**config.mk**
```make
export PLATFORM = sky130hd
export DESIGN_NAME = pipeline_drain_fifo
export DESIGN_NICKNAME = d
export VERILOG_FILES = /design/src/rtl/pipeline_drain_fifo.sv
export SDC_FILE = /design/constraint.sdc
export NUM_CORES = 1
export LEC_CHECK = 0
export ABC_AREA = 0
export BUFFER_PORTS_ARGS = -buffer_cell sky130_fd_sc_hd__buf_4
export CORE_MARGIN = 2
export CORE_UTILIZATION = 34
export CTS_CLUSTER_SIZE = 20
export DETAILED_ROUTE_END_ITERATION = 12
export PLACE_DENSITY = 0.55
export SYNTH_ARGS = -nofsm -noshare
export SYNTH_HDL_FRONTEND = slang
export SYNTH_SLANG_ARGS = --single-unit
```
**constraint.sdc**
```tcl
create_clock -name clk -period 5 [get_ports clk]
set_input_delay 0.75 -clock clk [delete_from_list [all_inputs] [get_ports clk]]
set_output_delay 0.75 -clock clk [all_outputs]
set_load 0.005 [all_outputs]
```
**src/rtl/pipeline_drain_fifo.sv**
```systemverilog
// Drain buffer for a non-stallable fixed-latency pipeline stage.
// Launch credits go upstream only while a storage slot can be reserved for
// every launched item. Results are queued and leave on a valid/ready port.
`timescale 1ns/1ps
module pipeline_drain_fifo #(
  parameter  int DATA_W = 8,
  parameter  int DEPTH  = 4,
  localparam int CNT_W  = $clog2(DEPTH + 1)
) (
  input  logic              clk,
  input  logic              rst_n,
  input  logic              up_valid,
  output logic              up_ready,
  input  logic              in_valid,
  input  logic [DATA_W-1:0] in_data,
  output logic              out_valid,
  input  logic              out_ready,
  output logic [DATA_W-1:0] out_data,
  output logic [CNT_W-1:0]  occupancy,
  output logic [CNT_W-1:0]  inflight,
  output logic              err_sticky
);

  localparam int                PTR_W    = (DEPTH > 1) ? $clog2(DEPTH) : 1;
  localparam logic [PTR_W-1:0]  PTR_LAST = PTR_W'(DEPTH - 1);
  localparam logic [PTR_W-1:0]  PTR_ONE  = PTR_W'(1);
  localparam logic [CNT_W-1:0]  CNT_ONE  = CNT_W'(1);
  localparam logic [CNT_W:0]    DEPTH_C  = (CNT_W + 1)'(DEPTH);

  // Pointer advance with explicit wrap so non-power-of-two depths work.
  function automatic logic [PTR_W-1:0] ptr_inc(input logic [PTR_W-1:0] p);
    return (p == PTR_LAST) ? '0 : p + PTR_ONE;
  endfunction

  logic [DATA_W-1:0] mem [DEPTH];
  logic [PTR_W-1:0]  wr_ptr;
  logic [PTR_W-1:0]  rd_ptr;
  logic [PTR_W-1:0]  rd_ptr_nx;
  logic [CNT_W-1:0]  occ_nx;
  logic [DATA_W-1:0] head_nx;
  logic [CNT_W:0]    reserved;
  logic              launch;
  logic              accept;
  logic              illegal;
  logic              pop;

  // Credit depends on registered counters only; no path from up_valid/out_ready.
  assign reserved  = {1'b0, occupancy} + {1'b0, inflight};
  assign up_ready  = (reserved < DEPTH_C);
  assign out_valid = (occupancy != '0);
  assign launch    = up_valid && up_ready;
  assign accept    = in_valid && (inflight != '0);
  assign illegal   = in_valid && (inflight == '0);
  assign pop       = out_valid && out_ready;

  // Next read pointer, next occupancy and the head value to register for out_data.
  always_comb begin
    rd_ptr_nx = pop ? ptr_inc(rd_ptr) : rd_ptr;
    occ_nx    = occupancy;
    if (accept && !pop) occ_nx = occupancy + CNT_ONE;
    else if (!accept && pop) occ_nx = occupancy - CNT_ONE;
    head_nx = out_data;
    // An arriving item lands on the new head slot only when the queue was
    // (or becomes) otherwise empty, so take it directly from in_data then.
    if (accept && (wr_ptr == rd_ptr_nx)) head_nx = in_data;
    else if (occ_nx != '0)               head_nx = mem[rd_ptr_nx];
  end

  // Storage array: data only, written at the write pointer on accept.
  always_ff @(posedge clk) begin
    if (accept) mem[wr_ptr] <= in_data;
  end

  // Counters, pointers, error flag and registered head-of-queue output.
  always_ff @(posedge clk or negedge rst_n) begin
    if (!rst_n) begin
      occupancy  <= '0;
      inflight   <= '0;
      wr_ptr     <= '0;
      rd_ptr     <= '0;
      err_sticky <= 1'b0;
      out_data   <= '0;
    end else begin
      occupancy <= occ_nx;
      rd_ptr    <= rd_ptr_nx;
      out_data  <= head_nx;
      if (accept) wr_ptr <= ptr_inc(wr_ptr);
      if (launch && !accept) inflight <= inflight + CNT_ONE;
      else if (!launch && accept) inflight <= inflight - CNT_ONE;
      if (illegal) err_sticky <= 1'b1;
    end
  end

  // Credit invariant: every stored or in-flight item owns a slot.
  a_no_overcommit: assert property (@(posedge clk) disable iff (!rst_n) reserved <= DEPTH_C);

endmodule

```
Yosys cells after proc, flatten, opt, wreduce, memory -nomap -nowiden

Memories as Yosys holds them, arrays and structs flattened. A register that Yosys moved wholly into a read port is not among the register bits.
Index checks and enable logic that the tools add are counted.

Bits in registers: 11
Bits in latches: 0
Bits in writable memories: 32
Bits in read-only memories: 0
Bits of input ports: 13
Output and inout port bits: 17
Memories: 1

Memory list:

| name | depth | width | read ports | clocked after Yosys merged registers in | wr ports | line | text |
|---|---|---|---|---|---|---|---|
| mem  | 4     | 8     | 1          | 1                                       | 1        | 35   | `logic [DATA_W-1:0] mem [DEPTH];` |

Add/subtract/negate cells: 7
$mul: 0
Div/mod/pow operators: 0
Magnitude comparators: 1
Equality and inequality tests: 3
Shift operators: 0
Mux-type cells: 9
Bitwise gates (word level): 0
Reduce and logical (&&, ||, !) cells: 19

Operators with widths:

| cell                                                                 | count |
|---|---|
| 3-bit 2-to-1 mux                                                     | 4 |
| 1-bit logical AND                                                    | 9 |
| 3-bit nonzero test                                                   | 3 |
| 3-bit by 1-bit adder with 3-bit output, second input constant        | 2 |
| 2-bit 2-to-1 mux                                                     | 3 |
| 3-bit by 1-bit subtractor with 3-bit output, second input constant   | 2 |
| 2-bit by 1-bit adder with 2-bit output, second input constant        | 2 |
| 3-bit by 3-bit adder with 4-bit output                               | 1 |
| 2-bit equality test, second input constant                           | 2 |
| 1-bit zero test                                                      | 4 |
| 4-bit by 3-bit < comparator with 1-bit output, second input constant | 1 |
| 2-bit nonzero test                                                   | 2 |
| 3-bit zero test                                                      | 1 |
| 2-bit equality test                                                  | 1 |
| 1-bit 2-to-1 mux                                                     | 2 |

Depth between registers and ports, before layout

Word-level depth: 8
Mapped depth: 10
Mapped depth without buffers: 10

Worst setup path before layout

No wires, ideal clock.

Path kind: register to register
From: reg occupancy[0]
To: reg out_data[0], read port of mem
Library setup time: 0.125 ns
Data arrival time: 2.462 ns
Required time: 4.875 ns
Path slack: 2.414 ns
Stages on the path, launching flop included: 11
Path buffers: 1
Cells stage by stage: dfrtp_1 -> inv_1 -> ha_1 -> nor2b_4 -> inv_4 -> nand2_4 -> mux2i_1 -> buf_6 -> mux4_2 -> mux2_2 -> mux2_2

Longest elaborated chain between the ends: 7
Elaborated cells between the ends (all ways): 14
Classes of those cells: add/sub: 2; eq/ne: 1; mux: 3; reduce/logical: 8

RTL lines:

| element                                                      | line   | text |
|---|---|---|
| from (decl)                                                  | 19     | `output logic [CNT_W-1:0] occupancy,` |
| from (signal assigned)                                       | 84     | `occupancy <= occ_nx;` |
| 3-bit nonzero test *                                         | 50     | `assign out_valid = (occupancy != '0);` |
| named net out_valid                                          | 16     | `output logic out_valid,` |
| 1-bit logical AND *                                          | 54     | `assign pop = out_valid && out_ready;` |
| 1-bit logical AND / 1-bit zero test (equally long branches)  | 61, 60 |  |
| 3-bit 2-to-1 mux / 1-bit logical AND (equally long branches) | 61, 60 |  |
| 3-bit 2-to-1 mux                                             | 60     | `if (accept && !pop) occ_nx = occupancy + CNT_ONE;` |
| 3-bit nonzero test                                           | 66     | `else if (occ_nx != '0) head_nx = mem[rd_ptr_nx];` |
| 2-bit nonzero test (no source line)                          | --     |  |
| to (decl)                                                    | 18     | `output logic [DATA_W-1:0] out_data,` |

Mark *: on every way through the listed nets, which the timed path passes. The rest lies on a longest branch.
A chain may end at the register's enable or synchronous reset.

Worst setup path after layout

From: reg occupancy[0]
To: reg out_data[5], read port of mem

Longest elaborated chain between the ends: 7
Elaborated cells between the ends (all ways): 14
Classes of those cells: add/sub: 2; eq/ne: 1; mux: 3; reduce/logical: 8

RTL lines:

| element |
|---|
| parallel branches: the longest is 7 deep, another holds 3-bit by 1-bit subtractor with 3-bit output |

Several ways; the timed one is not identified.

==> reports/qor.csv <==
metric,value,unit
run status,"complete, no violations",
Async SR Flop Fraction,37.3,%
slew at the pin closest to its max-slew limit,958,ps
fill count,621,
PwrDens,639,nW/µm²
biggest area consumer among synthesized cells,edfxtp_1,
vias in the first global route,1344,
grt total ovfl,0,
"Power, Total",1.80,mW
Initial DRC Count,52,
hold crit path type,in2async,
Tmin final,2910,ps
TritonCTS Buffers,5,
Critical Path RT,5190,ps
CP startpoint kind,flop,
die area,7680,µm²
CP Capture Type,flop,
post-synth top area share,40.4,%
CTS Hold Bufs,0,
port bufs,29,
Post-Layout Cell Count,274,
largest net degree at the start of global routing,20,
Avg Inst Size Synth,16.7,µm²
initial antenna violation count,0,
Die Span Y,87.6,µm
pre-CTS WS,2070,ps
Die X,87.6,µm
DR pass1 iterations,4,
Cell variety after synth,39,
Final ANT Viol Nets,0,
placed wire-length estimate,3100,µm
Crit Path Category,reg2reg,
setup TNS,0,ps
H-tree depth,2,
sequential cell area,1440,µm²
CTS Sinks,51,
cell row count,30,
Layout area overhead,18.5,%
Post-Synthesis Cell Area,2380,µm²
post-cts resize count,0,
slew margin rel.,35.8,%
Critical Path AT,3100,ps
initial core utilization,35.0,%
"Clk pin slew, worst setup/hold paths",90,ps
part of the Yosys area used for sequential elements,60.4,%
"Top FF cell, synth",edfxtp_1,
Area contributors post-synth,"edfxtp_1, dfrtp_1, mux2_2",
max-slew violation count,0,
WL final,4450,µm
YS warnings,0,
Int Pwr,1.20,mW
syn nets,167,
average wire per standard cell,16.2,µm
MaxCap Viol Count,0,
r2r setup slk,2090,ps
Logic pwr share,46.2,%
Clock Path Buffers,2,
fmax,344,MHz
RSZ-0062 raised after global routing,no,
leakage,1.10,nW
Residual DRC,0,
area occupied by multi-input gates,883,µm²
Post-Syn Instances,142,
Post-synth EDFFs,32,
clock power share,15.7,%
Top Ports,30,
crit-path max FO,10,
layout cell share with drive strength beyond 1,39.9,%
period utilization,58.1,%
CTS root buf,clkbuf_8,
clock skew,6.40,ps
routability cong.,0.732,
Synth Register Bits,51,
routed vias,1297,
worst vdd ir,0.000184,V
Psw,596,µW
via/cell ratio,4.73,
Final Hold Vio Count,0,
first-pass GRT wire length,7130,µm
Total GRT Usage,12.7,%
Core Footprint,6790,µm²
Setup Buffers After CTS,0,
Final Net Count,202,
Flop pwr share,38.1,%
CTS tree,yes,
endpoints failing setup,0,
# diodes,0,
later-pin clock latency in the skew report,300,ps
final setup margin,2090,ps
Sw Ratio,33.1,%
Placed Cells,266,
worst max-delay path, stage by stage, from the launching register on:
cell and delay [ps]:
dfrtp_1 480, inv_1 170, ha_1 160, nor2b_4 190, inv_4 70, nand2_4 80, mux2_1 540, xnor2_1 220
o211ai_1 460, mux2_2 420
cell families (layout without fill, tap and decap cells):
family / count (synthesis) / count (layout) / share of synthesized area, %
flip-flops: 51 / 51 / 60.4
buffers and inverters: 11 / 47 / 2.42
XOR/XNOR: 5 / 5 / 1.84
multiplexers: 27 / 27 / 16.7
AND/OR/NAND/NOR: 23 / 23 / 6.89
AO/OA/AOI/OAI: 13 / 13 / 5.10
adder cells (fa/ha/maj): 12 / 12 / 6.63
routing by layer:
metal / GRT usage, % / vias up / share of wire [%]
li1: - / 608 / -
met1: 17.0 / 659 / 45
met2: 20.5 / 19 / 50
met3: 1.98 / 11 / 2.0
met4: 5.87 / 0 / 2.4
met5: 0 / - / 0
area by class of cell:
class	count	area share, %
clock buffers	6	2.58
clock inverters	2	1.33
inverters	9	1.47
multi-input cells	80	31.4
flip-flops and latches	51	51.0
well taps	96	4.26
repair buffers	30	8.00
Yosys cell counts (all sizes together), types with 3 or more instances:
cell and number:
inv 8, mux4 8, edfxtp 32, mux2 18, xnor2 3, dfrtp 19
ha 11, o21ai 3, and2 5, nor3 3, nor2 4
stage by stage:
step	utilization [%]	hold slack (ps)	cell area, µm²
floorplan	-	451	2380
global placement	39.8	445	2710
detailed placement	39.8	447	2710
CTS	41.5	318	2820
global route	41.5	317	2820
finish	41.5	315	2820
sequential cells by signal (all words and copies together), names as in the netlist:
name and flops:
err_sticky 1, out_data 8, occupancy 3, wr_ptr 2
rd_ptr 2, inflight 3, mem 32
layout by cell type (no fill, tap or decap), types with 2 or more instances in the layout:
master / n
clkbuf_8: 5
o21ai_0: 3
edfxtp_1: 32
nor3_2: 2
a21o_1: 2
nor2_1: 4
buf_4: 30
mux4_2: 7
ha_1: 11
mux2_1: 2
dfrtp_1: 19
and3_1: 2
xor2_1: 2
and2_1: 5
o211ai_1: 2
inv_1: 7
xnor2_1: 3
mux2_2: 16
power groups by stage:
| stage | clock, mW | sequential [mW] | combinational, mW |
|---|---|---|---|
| final | 0.283 | 0.685 | 0.831 |
| after global routing | 0.309 | 0.703 | 0.919 |
| after CTS | 0.292 | 0.688 | 0.851 |
| after detailed placement | 0 | 0.696 | 0.848 |
| after global placement | 0 | 0.687 | 0.819 |
| after floorplan | 0 | 0.678 | 0.594 |
worst paths after layout:
kind,start,end,cells after the start
max,occupancy[0]$_DFF_PN0_,out_data[5]$_DFFE_PN0P_,9
min,rst_n,out_data[3]$_DFFE_PN0P_,1
max reg2reg,occupancy[0]$_DFF_PN0_,out_data[5]$_DFFE_PN0P_,9
min reg2reg,err_sticky$_DFFE_PN0P_,err_sticky$_DFFE_PN0P_,1
max in group asynchronous,rst_n,out_data[1]$_DFFE_PN0P_,1
min in group clk,err_sticky$_DFFE_PN0P_,err_sticky$_DFFE_PN0P_,1
No activity file was read; power rests on OpenSTA's default activity.
